**config.mk**
```make
export PLATFORM = sky130hd
export DESIGN_NAME = wb_io_decoder_flat
export DESIGN_NICKNAME = d
export VERILOG_FILES = /design/src/rtl/wb_io_decoder_if.sv /design/src/rtl/wb_io_decoder.sv /design/src/flat_wrapper.sv
export SDC_FILE = /design/constraint.sdc
export NUM_CORES = 1
export LEC_CHECK = 0
export ABC_AREA = 1
export BUFFER_PORTS_ARGS = -buffer_cell sky130_fd_sc_hd__buf_2
export CAP_MARGIN = 20
export CORE_AREA = 3 3 123 125
export CTS_CLUSTER_SIZE = 10
export DETAILED_ROUTE_END_ITERATION = 8
export DIE_AREA = 0 0 126 128
export GPL_TIMING_DRIVEN = 1
export PLACE_DENSITY = 0.46
export SLEW_MARGIN = 20
export SYNTH_ARGS = -nofsm -noshare
export SYNTH_HDL_FRONTEND = slang
export SYNTH_SLANG_ARGS = --single-unit
```
**constraint.sdc**
```tcl
create_clock -name i_clk -period 2.86 [get_ports i_clk]
set_clock_uncertainty 0.05 [all_clocks]
set_input_delay 0.572 -clock i_clk [delete_from_list [all_inputs] [get_ports i_clk]]
set_output_delay 0.572 -clock i_clk [all_outputs]
set_load 0.03 [all_outputs]
```
**src/rtl/wb_io_decoder_if.sv**
```systemverilog
// rtl/wb_io_decoder_if.sv - CPU-side and IO-side Wishbone signal bundle for wb_io_decoder
interface wb_io_decoder_if #(
  parameter int NUM_SLAVES = 4
);
  logic                       i_wb_cyc;
  logic                       i_wb_stb;
  logic                       i_wb_we;
  logic [29:0]                i_wb_addr;
  logic [31:0]                i_wb_data;
  logic [3:0]                 i_wb_sel;
  logic                       o_wb_ack;
  logic                       o_wb_stall;
  logic                       o_wb_err;
  logic [31:0]                o_wb_data;
  logic [NUM_SLAVES-1:0]      o_s_cyc;
  logic [NUM_SLAVES-1:0]      o_s_stb;
  logic                       o_s_we;
  logic [29:0]                o_s_addr;
  logic [31:0]                o_s_data;
  logic [3:0]                 o_s_sel;
  logic [NUM_SLAVES-1:0]      i_s_ack;
  logic [NUM_SLAVES-1:0]      i_s_stall;
  logic [32*NUM_SLAVES-1:0]   i_s_data;

  // Decoder acting as a Wishbone slave towards the CPU
  modport slave (
    input  i_wb_cyc, i_wb_stb, i_wb_we, i_wb_addr, i_wb_data, i_wb_sel,
    output o_wb_ack, o_wb_stall, o_wb_err, o_wb_data
  );

  // Decoder acting as a Wishbone master towards the IO slaves
  modport master (
    output o_s_cyc, o_s_stb, o_s_we, o_s_addr, o_s_data, o_s_sel,
    input  i_s_ack, i_s_stall, i_s_data
  );
endinterface

```
**src/rtl/wb_io_decoder.sv**
```systemverilog
// rtl/wb_io_decoder.sv - pipelined Wishbone IO address decoder with in-order response routing
// Optional ack watchdog enabled by defining WB_IO_DECODER_TIMEOUT_EN.
module wb_io_decoder #(
  parameter int          NUM_SLAVES      = 4,
  parameter logic [29:0] BASE_ADDR       = 30'h3FFF_F000,
  parameter int          DEV_LSB         = 4,
  parameter int          MAX_OUTSTANDING = 8,
  parameter int          TIMEOUT_CYCLES  = 1024
) (
  input  logic           i_clk,
  input  logic           i_reset,
  wb_io_decoder_if.slave  cpu,
  wb_io_decoder_if.master io
);

  if (NUM_SLAVES < 1 || NUM_SLAVES > 16 || MAX_OUTSTANDING < 1 || MAX_OUTSTANDING > 15 ||
      TIMEOUT_CYCLES < 1) begin : g_param_check
    $error("wb_io_decoder: parameter out of range");
  end

  logic [3:0]  owner;
  logic [3:0]  count;
  logic        err_pend;

  logic [3:0]  dev;
  logic        mapped;
  logic        busy;
  logic        blk;
  logic        stall;
  logic        req;
  logic        accept;
  logic        mapped_accept;
  logic        unmapped_accept;
  logic        ack_in;
  logic        fwd;
  logic        timeout_hit;
  logic [15:0] ack16;
  logic [15:0] stall16;
  logic [31:0] rdata;

  assign dev    = cpu.i_wb_addr[DEV_LSB+3:DEV_LSB];
  assign mapped = (cpu.i_wb_addr[29:DEV_LSB+4] == BASE_ADDR[29:DEV_LSB+4]) &&
                  ({1'b0, dev} < 5'(NUM_SLAVES));
  assign busy   = (count != 4'd0);

  // Zero-extended copies let dev/owner index safely when NUM_SLAVES < 16
  always_comb begin
    ack16   = '0;
    stall16 = '0;
    rdata   = '0;
    for (int k = 0; k < NUM_SLAVES; k++) begin
      ack16[k]   = io.i_s_ack[k];
      stall16[k] = io.i_s_stall[k];
      if (owner == 4'(k)) rdata = io.i_s_data[32*k +: 32];
    end
  end

  assign blk = (count == 4'(MAX_OUTSTANDING)) |
               (busy & mapped & (dev != owner)) |
               (!mapped & busy);
  assign ack_in          = ack16[owner] & busy;
  assign stall           = i_reset | err_pend | blk | (mapped & stall16[dev]) | timeout_hit;
  assign req             = cpu.i_wb_cyc & cpu.i_wb_stb;
  assign accept          = req & !stall;
  assign mapped_accept   = accept & mapped;
  assign unmapped_accept = accept & !mapped;
  assign fwd             = req & mapped & !err_pend & !blk & !i_reset & !timeout_hit;

`ifdef WB_IO_DECODER_TIMEOUT_EN
  localparam int WD_W = $clog2(TIMEOUT_CYCLES + 1);
  logic [WD_W-1:0] wd;

  assign timeout_hit = busy & !ack_in & (wd == WD_W'(TIMEOUT_CYCLES - 1));

  always_ff @(posedge i_clk) begin
    if (i_reset || !cpu.i_wb_cyc || !busy || ack_in || timeout_hit) wd <= '0;
    else                                                            wd <= wd + 1'b1;
  end
`else
  assign timeout_hit = 1'b0;
`endif

  always_ff @(posedge i_clk) begin
    if (i_reset) begin
      count    <= 4'd0;
      err_pend <= 1'b0;
      owner    <= 4'd0;
    end else if (!cpu.i_wb_cyc) begin
      count    <= 4'd0;
      err_pend <= 1'b0;
    end else begin
      if (mapped_accept) owner <= dev;
      err_pend <= unmapped_accept;
      if (timeout_hit) count <= 4'd0;
      else             count <= count + {3'b0, mapped_accept} - {3'b0, ack_in};
    end
  end

  always_comb begin
    io.o_s_stb = '0;
    io.o_s_cyc = '0;
    for (int k = 0; k < NUM_SLAVES; k++) begin
      io.o_s_stb[k] = fwd & (dev == 4'(k));
      io.o_s_cyc[k] = cpu.i_wb_cyc & !i_reset &
                      ((busy & (owner == 4'(k)) & !timeout_hit) | io.o_s_stb[k]);
    end
  end

  assign io.o_s_we   = cpu.i_wb_we & !i_reset;
  assign io.o_s_addr = i_reset ? 30'd0 : cpu.i_wb_addr;
  assign io.o_s_data = i_reset ? 32'd0 : cpu.i_wb_data;
  assign io.o_s_sel  = i_reset ? 4'd0  : cpu.i_wb_sel;

  assign cpu.o_wb_stall = stall;
  assign cpu.o_wb_ack   = cpu.i_wb_cyc & !i_reset & ack_in;
  assign cpu.o_wb_err   = cpu.i_wb_cyc & !i_reset & (err_pend | timeout_hit);
  assign cpu.o_wb_data  = (!i_reset && busy) ? rdata : 32'd0;

endmodule

```
**src/flat_wrapper.sv**
```systemverilog
// flat-port wrapper written by rule: the top's interface ports become plain ports
module wb_io_decoder_flat 
#(
  parameter int          NUM_SLAVES      = 4,
  parameter logic [29:0] BASE_ADDR       = 30'h3FFF_F000,
  parameter int          DEV_LSB         = 4,
  parameter int          MAX_OUTSTANDING = 8,
  parameter int          TIMEOUT_CYCLES  = 1024
)
  (i_clk, i_reset, cpu_i_wb_cyc, cpu_i_wb_stb, cpu_i_wb_we, cpu_i_wb_addr, cpu_i_wb_data, cpu_i_wb_sel, cpu_o_wb_ack, cpu_o_wb_stall, cpu_o_wb_err, cpu_o_wb_data, io_o_s_cyc, io_o_s_stb, io_o_s_we, io_o_s_addr, io_o_s_data, io_o_s_sel, io_i_s_ack, io_i_s_stall, io_i_s_data);
  wb_io_decoder_if #(.NUM_SLAVES(NUM_SLAVES)) cpu_i ();
  wb_io_decoder_if #(.NUM_SLAVES(NUM_SLAVES)) io_i ();
  input  logic i_clk;
  input  logic i_reset;
  input wire logic [$bits(cpu_i.i_wb_cyc)-1:0] cpu_i_wb_cyc;
  input wire logic [$bits(cpu_i.i_wb_stb)-1:0] cpu_i_wb_stb;
  input wire logic [$bits(cpu_i.i_wb_we)-1:0] cpu_i_wb_we;
  input wire logic [$bits(cpu_i.i_wb_addr)-1:0] cpu_i_wb_addr;
  input wire logic [$bits(cpu_i.i_wb_data)-1:0] cpu_i_wb_data;
  input wire logic [$bits(cpu_i.i_wb_sel)-1:0] cpu_i_wb_sel;
  output wire logic [$bits(cpu_i.o_wb_ack)-1:0] cpu_o_wb_ack;
  output wire logic [$bits(cpu_i.o_wb_stall)-1:0] cpu_o_wb_stall;
  output wire logic [$bits(cpu_i.o_wb_err)-1:0] cpu_o_wb_err;
  output wire logic [$bits(cpu_i.o_wb_data)-1:0] cpu_o_wb_data;
  output wire logic [$bits(io_i.o_s_cyc)-1:0] io_o_s_cyc;
  output wire logic [$bits(io_i.o_s_stb)-1:0] io_o_s_stb;
  output wire logic [$bits(io_i.o_s_we)-1:0] io_o_s_we;
  output wire logic [$bits(io_i.o_s_addr)-1:0] io_o_s_addr;
  output wire logic [$bits(io_i.o_s_data)-1:0] io_o_s_data;
  output wire logic [$bits(io_i.o_s_sel)-1:0] io_o_s_sel;
  input wire logic [$bits(io_i.i_s_ack)-1:0] io_i_s_ack;
  input wire logic [$bits(io_i.i_s_stall)-1:0] io_i_s_stall;
  input wire logic [$bits(io_i.i_s_data)-1:0] io_i_s_data;
  assign cpu_i.i_wb_cyc = cpu_i_wb_cyc;
  assign cpu_i.i_wb_stb = cpu_i_wb_stb;
  assign cpu_i.i_wb_we = cpu_i_wb_we;
  assign cpu_i.i_wb_addr = cpu_i_wb_addr;
  assign cpu_i.i_wb_data = cpu_i_wb_data;
  assign cpu_i.i_wb_sel = cpu_i_wb_sel;
  assign cpu_o_wb_ack = cpu_i.o_wb_ack;
  assign cpu_o_wb_stall = cpu_i.o_wb_stall;
  assign cpu_o_wb_err = cpu_i.o_wb_err;
  assign cpu_o_wb_data = cpu_i.o_wb_data;
  assign io_o_s_cyc = io_i.o_s_cyc;
  assign io_o_s_stb = io_i.o_s_stb;
  assign io_o_s_we = io_i.o_s_we;
  assign io_o_s_addr = io_i.o_s_addr;
  assign io_o_s_data = io_i.o_s_data;
  assign io_o_s_sel = io_i.o_s_sel;
  assign io_i.i_s_ack = io_i_s_ack;
  assign io_i.i_s_stall = io_i_s_stall;
  assign io_i.i_s_data = io_i_s_data;
  wb_io_decoder #(.NUM_SLAVES(NUM_SLAVES), .BASE_ADDR(BASE_ADDR), .DEV_LSB(DEV_LSB), .MAX_OUTSTANDING(MAX_OUTSTANDING), .TIMEOUT_CYCLES(TIMEOUT_CYCLES)) u_core (.i_clk(i_clk), .i_reset(i_reset), .cpu(cpu_i), .io(io_i));
endmodule
```
After elaboration in Yosys (flattened, before gate mapping)
Cells that the tools add are included.

storage, ports and cells
  word-level logic and storage cells = 80
  input port bits = 207
  bits in writable memories = 0
  output and inout bits = 110
  memory bits (read-only) = 0
  bits in latches = 0
  flip-flop bits (word level) = 9
  memories = 0

operators by class
  shift-type cells = 0
  eq/ne operators = 9
  multipliers = 0
  order comparisons = 3
  bitwise logic cells = 39
  multiplexer cells = 12
  div/mod/pow operators = 0
  reductions and logical operators = 12
  $add $sub $neg = 2

operators with widths
  cell                    count
  $mux W32                6
  $mux W30                1
  $and A1 B1 Y1           29
  $eq A22 B22 Y1 const B  1
  $eq A4 B2 Y1 const B    4
  $lt A4 B5 Y1 const B    2
  $or A1 B1 Y1            9
  $bmux W1 S4             2
  $eq A4 B1 Y1 const B    2
  $logic_not A4 Y1        2
  $logic_not A1 Y1        5
  $add A4 B1 Y4           1
  $eq A4 B4 Y1 const B    1
  $lt A4 B3 Y1 const B    1
  $mux W4                 1
  $ne A4 B4 Y1            1
  $reduce_bool A4 Y1      1
  $sub A4 B1 Y4           1
  $logic_and A1 B1 Y1     2
  $mux W1                 2
  $reduce_and A2 Y1       1
  $reduce_or A2 Y1        1
  $not A1 Y1              1

Depth between registers and ports, before layout
Gate-level depths: netlist (run 1).

  word-level depth = 13
  depth in mapped cells = 15
  gate-level depth less buffers = 15

Worst setup path before layout (run 1)
OpenSTA, ideal clock, no wires.

  path type = input-to-output
  start = input port i_reset
  end = output port cpu_o_wb_ack
  arrival time = 2.001 ns
  data required time = 2.238 ns
  buffers on the path = 1
  stages on the path = 4
  slack = 0.237 ns
  cell sequence = clkbuf_1 -> inv_2 -> nand2_1 -> nor4_1

on the way
  cells in the longest elaborated chain, start to end = 3

ends and longest elaborated chain
  element                     line                  text
  from (decl)                 flat_wrapper.sv:14    input logic i_reset;
  $logic_not A1 Y1            wb_io_decoder.sv:115  assign cpu.o_wb_ack = cpu.i_wb_cyc & !i_reset & ack_in;
  $and A1 B1 Y1 (2 in a row)  wb_io_decoder.sv:115
  to (decl)                   flat_wrapper.sv:21    output wire logic [$bits(cpu_i.o_wb_ack)-1:0] cpu_o_wb_ack;

No other way between the ends.

Worst setup path in the final report (run 1)
  start = register u_core.owner[0]
  end = output port cpu_o_wb_data[26]

on the way
  cells in the longest elaborated chain, start to end = 6
  elaborated cells between the ends (all ways) = 9
  classes of those cells = eq/ne: 3; mux: 5; reduce/logical: 1

ends and longest elaborated chain
  element                 line                  text
  from (decl)             wb_io_decoder.sv:21   logic [3:0] owner;
  from (signal assigned)  wb_io_decoder.sv:92   if (mapped_accept) owner <= dev;
  $logic_not A4 Y1        wb_io_decoder.sv:54   if (owner == 4'(k)) rdata = io.i_s_data[32*k +: 32];
  $mux W32 (3 in a row)   wb_io_decoder.sv:54
  $mux W32 *              wb_io_decoder.sv:54
  $mux W32 *              wb_io_decoder.sv:117  assign cpu.o_wb_data = (!i_reset && busy) ? rdata : 32'd0;
  to (decl)               flat_wrapper.sv:24    output wire logic [$bits(cpu_i.o_wb_data)-1:0] cpu_o_wb_data;

Every way passes the cells marked *; elsewhere a longest branch is shown, timed or not.

==> run_results.csv, run 1 <==
group,metric,value,unit
status,status,"finished, final reports clean",
setup_path,crit_required,2.24,ns
sta,setup_viol,0,
drt,ant_nets,0,
floorplan,dieArea,16100,um^2
drt,dr_total_vias,4072,
power,ir_drop,251,uV
global_routing,grt_pass1_wl,20200,um
synthesis,async_flop_share,0,%
cts,cts-root-buf,"clkbuf_16",
floorplan,die_h,128,um
final_layout,fin_nets,1011,
place,routabilityCongestion,0.816,
sta,rsz0062_at_grt,"no",
drt,vias_per_cell,4.16,
power,power.leakage,2.73,nW
cts,clk_pin_slew,0.04,ns
cts,insertion_delay,0.24,ns
synthesis,synth_seq_cells,9,
drt,wirelength,13700,um
global_routing,gr-usage-all-layers,15.4,%
cts,cts_hold_buf,0,
place,port_buffers,316,
cts,cts_buffers,3,
place,dp_slack,0.290,ns
power,power.internal,690,uW
cts,tritoncts,"done",
global_routing,grt_pass1_vias,3942,
worst_hold_path,min_path_type,"reg2reg",
synthesis,postSynthCellCount,488,
drt,wl_per_cell,13.9,um
setup_path,cp-end-kind,"output pin",
cts,postCtsSetupRepairBufs,0,
final_layout,syn_to_final_growth,77.6,%
setup_path,critPathBufInv,4,
power,power,1.45,mW
synthesis,synth.net_count,702,
floorplan,num_rows,43,
power,p_seq_share,10.0,%
sta,period_share,92.9,%
sta,slew_headroom,58.5,%
power,power.share.clock,17.4,%
synthesis,syn_area_per_cell,4.97,um^2
synthesis,synth_area,2430,um^2
setup_path,path_class,"reg2out",
floorplan,start_util,17.3,%
synthesis,synth_cell_types,31,
cts,clk_path_buf_depth,2,
global_routing,antenna_found_initial,5,
cts,clock-sinks,9,
global_routing,grt_max_degree,68,
synthesis,synthFlopType,"dfxtp_1",
setup_path,slowest_stage,"dfxtp_1",
setup_path,path_max_fanout,19,
power,switchingPower,763,uW
power,p_comb_share,72.5,%
setup_path,crit_family,"buffers and inverters",
final_layout,drive_gt1_share,45.4,%
global_routing,grt_overflow,0,
setup_path,worstPathCellList,"inv_2 -> nor2_2 -> nand2_1 -> clkinv_2 -> buf_4 -> nand2_1 -> a311oi_1 -> buf_2",
final_layout,layout_common_cells,"buf_2 (316), nand2_1 (124), nor2_1 (121)",
sta,finalSetupTns,0,ns
setup_path,critPathMaxStageDelay,0.43,ns
setup_path,cp-start-kind,"flip-flop",
final_layout,final_common_cell,"buf_2",
cts,cts_resized,0,
power,swShare,52.5,%
flow_run,maxCapViolCount,0,
synthesis,synth-edff-count,0,
sta,hold_slack,0.476,ns
power,power_density,337,nW/um^2
sta,max_freq,377,MHz
sta,slew_viol_final,0,
final_layout,final_util,30.8,%
drt,drc_errors,0,
synthesis,seq_area_frac_synth,7.43,%
floorplan,ioPinCount,317,
sta,worst_pin_slew,0.623,ns
floorplan,core-area,14000,um^2
cts,cts_max_level,1,
setup_path,cp_common_cell,"nand2_1",
drt,drt_iter0_drc,147,
drt,first_pass_iters,4,
sta,setup_ws,0.204,ns
synthesis,yosysWarningCount,0,
sta,period_needed,2.66,ns
place,dpl.hpwl,11800,um
setup_path,cp.arrival,2.03,ns
sta,finalHoldViolations,0,
floorplan,die_x,126,um
through the flow:
step	cell area (um^2)	instances
after detailed placement	4220	972
after global placement	4220	972
after CTS	4300	976
after floorplan	2430	488
after global routing	4310	979
final	4310	980
power groups by stage:
stage	logic, mW	registers, mW	clock network (mW)
finish	1.05	0.146	0.253
global route	1.15	0.148	0.265
CTS	1.07	0.146	0.259
detailed placement	1.07	0.148	0
global placement	1.07	0.148	0
floorplan	0.657	0.146	0
path summary, 6_finish.rpt:
kind / from / to / slack [ns] / depth (start not counted)
max reg2reg: u_core.owner[0]$_SDFFE_PP0P_ / u_core.count[3]$_SDFF_PN0_ / 0.47 / 13
max: u_core.owner[0]$_SDFFE_PP0P_ / cpu_o_wb_data[26] / 0.20 / 8
min: u_core.owner[3]$_SDFFE_PP0P_ / u_core.owner[3]$_SDFFE_PP0P_ / 0.48 / 2
min reg2reg: u_core.owner[3]$_SDFFE_PP0P_ / u_core.owner[3]$_SDFFE_PP0P_ / 0.48 / 2
logic make-up after synthesis:
group	count (synthesis)	share of synthesized area (%)
xor gates and xnor gates	1	0.361
adders and majority gates	7	3.92
buffers and inverters	127	21.7
and+or+nand+nor	273	45.5
AOI/OAI and AO/OA	71	21.1
DFF	9	7.43
flip-flops by register name (all words and copies together), names as in the netlist:
signal,count
u_core.count,4
u_core.err_pend,1
u_core.owner,4
worst min-delay path: stages (launching register included):
cell and delay (ns):
dfxtp_1 0.35, nand3_1 0.10, inv_1 0.03
final cells by class:
cell class | instances | area (um^2)
Sequential cell | 9 | 180
Fill cell | 1684 | 9680
Antenna cell | 4 | 10.0
Clock inverter | 1 | 5.00
Multi-Input combinational cell | 352 | 1720
Tap cell | 180 | 225
Inverter | 101 | 380
Timing Repair Buffer | 330 | 1710
Clock buffer | 3 | 75.1
Yosys cell counts (2+ instances only):
cell type / n / area (um^2)
inv_2: 8 / 30.0
nor2_4: 2 / 22.5
nand3_2: 2 / 20.0
nand2_2: 5 / 31.3
buf_2: 11 / 55.1
ha_1: 6 / 75.1
inv_1: 92 / 345
dfxtp_1: 9 / 180
a21oi_2: 4 / 35.0
nand4_1: 2 / 12.5
clkbuf_1: 4 / 15.0
a21oi_1: 32 / 160
nor2_2: 4 / 25.0
a311oi_1: 31 / 272
buf_4: 3 / 22.5
buf_6: 3 / 33.8
nor3b_1: 2 / 15.0
nand3_1: 8 / 40.0
buf_1: 5 / 18.8
nand2_1: 124 / 465
nor2_1: 121 / 454
routing by layer:
layer | GRT usage (%) | part of all wire, %
met5 | 0 | 0.095
met4 | 3.09 | 1.3
met3 | 2.79 | 8.7
met2 | 30.1 | 53
met1 | 17.2 | 37
(Power assumes the default switching activity.)
==> run 2: changes to the inputs <==
Settings changed: ABC_AREA 1 to default, CORE_AREA 3 3 123 125 to 2 2 124 126, PLACE_DENSITY 0.46 to 0.43.
==> run_results.csv, run 2 <==
group,metric,value,unit
floorplan,die_x,126,um
worst_hold_path,hold_start,"u_core.owner[2]$_SDFFE_PP0P_",
global_routing,gr-usage-all-layers,13.2,%
floorplan,core-area,14900,um^2
global_routing,grt_pass1_wl,17200,um
synthesis,synthSimpleGateAreaFrac,45.0,%
synthesis,synth_area,2290,um^2
place,placed_area,4140,um^2
setup_path,cp.arrival,2.21,ns
power,ir_drop,225,uV
sta,slew_viol_final,0,
drt,drt_iter0_drc,91,
synthesis,synthAdderAreaFrac,4.16,%
place,dpl.hpwl,10400,um
cts,cts_buffers,3,
synthesis,netlist.area_leader.share,27.6,%
worst_hold_path,min_path_type,"reg2reg",
synthesis,synth_common_cells,"nor2b_1 (101), mux4_2 (26), nor3_1 (11), clkbuf_1 (10), nor2_1 (10)",
sta,period_share,98.9,%
setup_path,cp-end-kind,"output pin",
synthesis,yosysWarningCount,0,
synthesis,yosysMostFrequentCell,"nor2b_1",
cts,clk_path_buf_depth,2,
synthesis,synth_xor_area_share,2.30,%
drt,dr_total_vias,3274,
floorplan,num_rows,45,
cts,clock-sinks,9,
floorplan,start_util,15.4,%
cts,insertion_delay,0.23,ns
final_layout,final_common_cell,"buf_2",
drt,vias_per_cell,4.27,
final_layout,fin_nets,791,
cts,tritoncts,"done",
cts,cts_max_level,1,
setup_path,worstPathCellList,"buf_6 -> or4_4 -> nor4_4 -> buf_6 -> nand4b_4 -> or2_4 -> o21ai_2 -> buf_6",
floorplan,ioPinCount,317,
sta,finalHoldViolations,0,
worst_hold_path,min_to,"u_core.owner[2]$_SDFFE_PP0P_",
setup_path,reg2reg_slack,0.41,ns
final_layout,syn_to_final_growth,89.0,%
synthesis,yosys-top-cells-area,"nor2b_1 (28%), mux4_2 (26%), dfxtp_1 (7.9%), ha_1 (3.3%), nor3_1 (2.4%)",
sta,setup_viol,0,
power,power_density,353,nW/um^2
setup_path,rr_startpoint,"u_core.owner[0]$_SDFFE_PP0P_",
synthesis,synth_top_area_cell,"nor2b_1",
cts,clk_pin_slew,0.04,ns
place,port_buffers,316,
place,routabilityCongestion,0.799,
setup_path,r2r-end,"u_core.count[2]$_SDFF_PN0_",
synthesis,synth_cell_types,44,
final_layout,drive_gt1_share,66.3,%
flow_run,maxCapViolCount,0,
setup_path,path_class,"in2out",
setup_path,critPathBufInv,3,
sta,finalSetupTns,0,ns
drt,wl_per_cell,15.2,um
global_routing,grt_max_degree,73,
sta,max_freq,353,MHz
final_layout,layout_common_cells,"buf_2 (309), nor2b_1 (101), mux4_2 (26)",
synthesis,syn_area_per_cell,8.63,um^2
synthesis,async_flop_share,0,%
synthesis,synthFlopType,"dfxtp_1",
synthesis,synth_top_family_by_area,"simple AND/OR/NAND/NOR gates",
power,power.leakage,2.20,nW
setup_path,cp-start-kind,"input pin",
setup_path,cp_common_cell,"buf_6",
synthesis,postSynthCellCount,265,
synthesis,synth.net_count,479,
setup_path,crit_family,"simple AND/OR/NAND/NOR gates",
sta,worst_pin_slew,0.674,ns
synthesis,synthMuxAreaShare,27.4,%
drt,first_pass_iters,4,
setup_path,path_max_fanout,4,
cts,cts_hold_buf,0,
synthesis,synth-edff-count,0,
sta,slew_headroom,55.1,%
global_routing,grt_pass1_vias,3424,
setup_path,crit_required,2.24,ns
setup_path,critPathMaxStageDelay,0.54,ns
synthesis,synth_seq_cells,9,
cts,cts-root-buf,"clkbuf_16",
drt,wirelength,11700,um
drt,drc_errors,0,
sta,rsz0062_at_grt,"yes",
setup_path,slowest_stage,"or4_4",
final_layout,top_regs,"u_core.count x4, u_core.owner x4, u_core.err_pend x1",
floorplan,die_h,128,um
floorplan,dieArea,16100,um^2
final_layout,final_area,4320,um^2
global_routing,antenna_found_initial,2,
setup_path,ff2ff_path_depth,9,
status,status,"finished, final reports clean",
drt,ant_nets,0,
global_routing,grt_overflow,0,
sta,period_needed,2.83,ns
worst_hold_path,hold_depth,1,
synthesis,seq_area_frac_synth,7.88,%
synthesis,synth_compound_area_share,7.61,%
## run 2: cell types whose count changed in the layout (fill, tap and decap cells not counted), sizes merged, moves of 6 or more
cell / previous run / this run
inv: 100 / 9
a211oi: 1 / 7
a311oi: 31 / 0
nor3: 1 / 11
a21oi: 36 / 1
nand2: 129 / 3
nor2: 127 / 13
mux4: 0 / 26
o22ai: 0 / 8
nand3: 10 / 3
nor2b: 0 / 101
## run 2: through the flow
step | cells | utilization (%) | hold WS [ns] | total power, mW | worst slack [ns]
2_1_floorplan | 265 | - | 0.433 | 0.841 | -0.0318
3_3_place_gp | 759 | 27.9 | 0.439 | 1.25 | -0.0850
3_5_place_dp | 759 | 27.9 | 0.448 | 1.26 | -0.112
4_1_cts | 763 | 28.6 | 0.452 | 1.53 | -0.0130
5_1_grt | 764 | 29.0 | 0.464 | 1.64 | -0.0663
6_report | 766 | 29.1 | 0.450 | 1.52 | 0.0301
## run 2: area by class of cell
cell class              instances  area, um^2
repair buffers                330        1740
well taps                     188         235
multi-input cells             224        2040
clock buffers                   4        78.8
inverters                       9        33.8
flip-flops and latches          9         183
diodes                          2        5.00
fillers                      1628       10500
## run 2: how the worst max path moves through the flow
stage / startpoint / endpoint / cells past startpoint
4_1_cts: cpu_i_wb_addr[7] / io_o_s_cyc[0] / 8
3_5_place_dp: cpu_i_wb_addr[7] / io_o_s_cyc[0] / 8
3_3_place_gp: cpu_i_wb_addr[7] / io_o_s_cyc[0] / 8
6_report: cpu_i_wb_addr[7] / io_o_s_cyc[0] / 8
2_1_floorplan: cpu_i_wb_addr[7] / io_o_s_cyc[2] / 5
5_1_grt: cpu_i_wb_addr[7] / io_o_s_cyc[0] / 8
## run 2: repair_timing
action                     4_1_cts  5_1_grt
setup endpoints to repair        8        5
resized for setup                8       14
pin swaps                        1        2
buffers inserted                 0        1
## run 2: worst register-to-register path: stages, from the launching register on
cell	delay, ns
dfxtp_2	0.41
mux4_2	0.54
and3_1	0.22
ha_1	0.28
inv_1	0.06
ha_1	0.16
inv_1	0.06
fa_1	0.40
xor2_1	0.14
nor2_1	0.05
## run 2: routing by layer
layer | part of all wire (%) | up-vias | GRT usage (%)
met4 | 0.18 | 0 | 0.776
met2 | 54 | 194 | 26.8
li1 | - | 1569 | -
met1 | 37 | 1509 | 15.0
met5 | 0 | - | 0
met3 | 8.5 | 2 | 2.09
## run 2: cell families after synthesis
family / after synthesis
AND/OR/NAND/NOR: 159
AO/OA/AOI/OAI: 23
buffers and inverters: 32
adder cells (fa/ha/maj): 7
flip-flops: 9
XOR/XNOR: 6
multiplexers: 29
## run 2: where the power goes
group / internal (mW) / switching [mW] / leakage (nW)
Sequential: 0.141 / 0.0189 / 0.0737
Combinational: 0.450 / 0.665 / 2.08
Clock: 0.187 / 0.0625 / 0.0382
==> run 3: changes to the inputs <==
Clock period 2.86 ns to 3.4 ns, I/O delays scaled along.
==> run_results.csv, run 3 (synthesis gave the netlist of run 2 again) <==
group,metric,value,unit
sta,setup_ws,0.182,ns
floorplan,start_util,15.4,%
cts,postCtsSetupRepairBufs,0,
sta,worst_pin_slew,0.667,ns
global_routing,grt_pass1_vias,3300,
power,swShare,49.7,%
global_routing,grt_max_degree,73,
power,power.share.clock,17.0,%
place,dp_slack,0.0993,ns
place,dpl.hpwl,9610,um
final_layout,final_common_cell,"buf_2",
final_layout,top_regs,"u_core.count x4, u_core.owner x4, u_core.err_pend x1",
cts,cts_max_level,1,
floorplan,ioPinCount,317,
drt,drc_errors,0,
sta,rsz0062_at_grt,"no",
sta,period_share,94.6,%
worst_hold_path,hold_depth,1,
final_layout,layout_common_cells,"buf_2 (316), nor2b_1 (101), mux4_2 (26)",
setup_path,cp-startpoint,"cpu_i_wb_addr[7]",
final_layout,seq_area,183,um^2
final_layout,filler_cell_count,1644,
setup_path,rr_startpoint,"u_core.owner[1]$_SDFFE_PP0P_",
final_layout,syn_to_final_growth,81.6,%
drt,first_pass_iters,4,
status,status,"finished, final reports clean",
sta,finalSetupTns,0,ns
final_layout,multi_input_area,1980,um^2
power,switchingPower,619,uW
sta,max_freq,311,MHz
sta,finalHoldViolations,0,
power,power.internal,627,uW
power,p_seq_share,10.5,%
final_layout,drive_gt1_share,65.3,%
drt,wl_per_cell,14.6,um
floorplan,dieArea,16100,um^2
setup_path,crit_required,2.67,ns
sta,slew_viol_final,0,
drt,vias_per_cell,4.29,
sta,period_needed,3.22,ns
drt,drt_iter0_drc,61,
sta,setup_viol,0,
setup_path,path_max_fanout,5,
drt,wirelength,11100,um
cts,cts_hold_buf,0,
drt,ant_nets,0,
power,power.leakage,2.13,nW
cts,clk_path_buf_depth,2,
cts,cts-root-buf,"clkbuf_16",
cts,clk_pin_slew,0.04,ns
final_layout,finalNonFillerCells,758,
cts,cts_resized,0,
place,placed_area,4070,um^2
power,p_comb_share,72.5,%
place,dp_cells,754,
cts,tritoncts,"done",
place,port_buffers,316,
global_routing,antenna_found_initial,1,
cts,clock-sinks,9,
global_routing,gr-usage-all-layers,12.7,%
floorplan,die_x,126,um
final_layout,antenna_cells,0,
setup_path,ff2ff_path_depth,10,
floorplan,die_h,128,um
power,ir_drop,146,uV
worst_hold_path,hold_start,"u_core.owner[3]$_SDFFE_PP0P_",
global_routing,grt_pass1_wl,16600,um
place,routabilityCongestion,0.793,
sta,slew_headroom,55.5,%
setup_path,path_class,"in2out",
sta,hold_slack,0.459,ns
cts,insertion_delay,0.24,ns
power,power_density,300,nW/um^2
cts,cts_buffers,3,
setup_path,cp-start-kind,"input pin",
floorplan,num_rows,45,
setup_path,cp.arrival,2.49,ns
global_routing,grt_overflow,0,
drt,dr_total_vias,3249,
final_layout,final_area,4150,um^2
final_layout,fin_nets,785,
flow_run,maxCapViolCount,0,
worst_hold_path,min_path_type,"reg2reg",
setup_path,cp-end-kind,"output pin",
floorplan,core-area,14900,um^2
==> run 3: cell count changes in the layout (fill, tap and decap cells not counted), moves of 2 or more <==
| cell | previous run | this run |
|---|---|---|
| buf_6 | 7 | 0 |
| buf_2 | 309 | 316 |
| buf_4 | 13 | 8 |
| diode_2 | 2 | 0 |
==> run 3: final cells by class <==
class / instances / area share, %
Sequential cell: 9 / 4.40
Inverter: 9 / 0.814
Multi-Input combinational cell: 224 / 47.7
Timing Repair Buffer: 324 / 39.6
Clock buffer: 4 / 1.90
Tap cell: 188 / 5.67
==> run 3: path summary, 6_finish.rpt <==
check	endpoint	slack, ns
max	io_o_s_cyc[3]	0.18
min	u_core.owner[3]$_SDFFE_PP0P_	0.46
max reg2reg	u_core.count[2]$_SDFF_PN0_	0.87
min reg2reg	u_core.owner[3]$_SDFFE_PP0P_	0.46
==> run 3: stage by stage <==
| step | total power, mW | util, % |
|---|---|---|
| 2_1_floorplan | 0.701 | - |
| 6_report | 1.25 | 27.9 |
| 5_1_grt | 1.33 | 27.9 |
| 4_1_cts | 1.26 | 27.9 |
| 3_5_place_dp | 1.05 | 27.4 |
| 3_3_place_gp | 1.04 | 27.4 |
==> run 3: critical path, stage by stage <==
cell and delay [ns]:
buf_2 0.12, or4_4 0.54, nor4_4 0.29, nand2_2 0.19, nor4_4 0.26, o21ba_1 0.20
buf_2 0.20
==> run 3: power groups by stage <==
| stage | sequential (mW) | clock [mW] | combinational, mW |
|---|---|---|---|
| floorplan | 0.129 | 0 | 0.572 |
| global placement | 0.131 | 0 | 0.908 |
| detailed placement | 0.132 | 0 | 0.914 |
| CTS | 0.130 | 0.217 | 0.917 |
| global route | 0.133 | 0.224 | 0.976 |
| finish | 0.131 | 0.212 | 0.903 |
==> run 3: layer usage <==
layer	vias to the layer above	track usage [%]	wire, um
li1	1555	-	-
met1	1488	13.3	3870
met2	195	25.6	5960
met3	11	2.88	1130
met4	0	2.52	123
met5	-	0	0
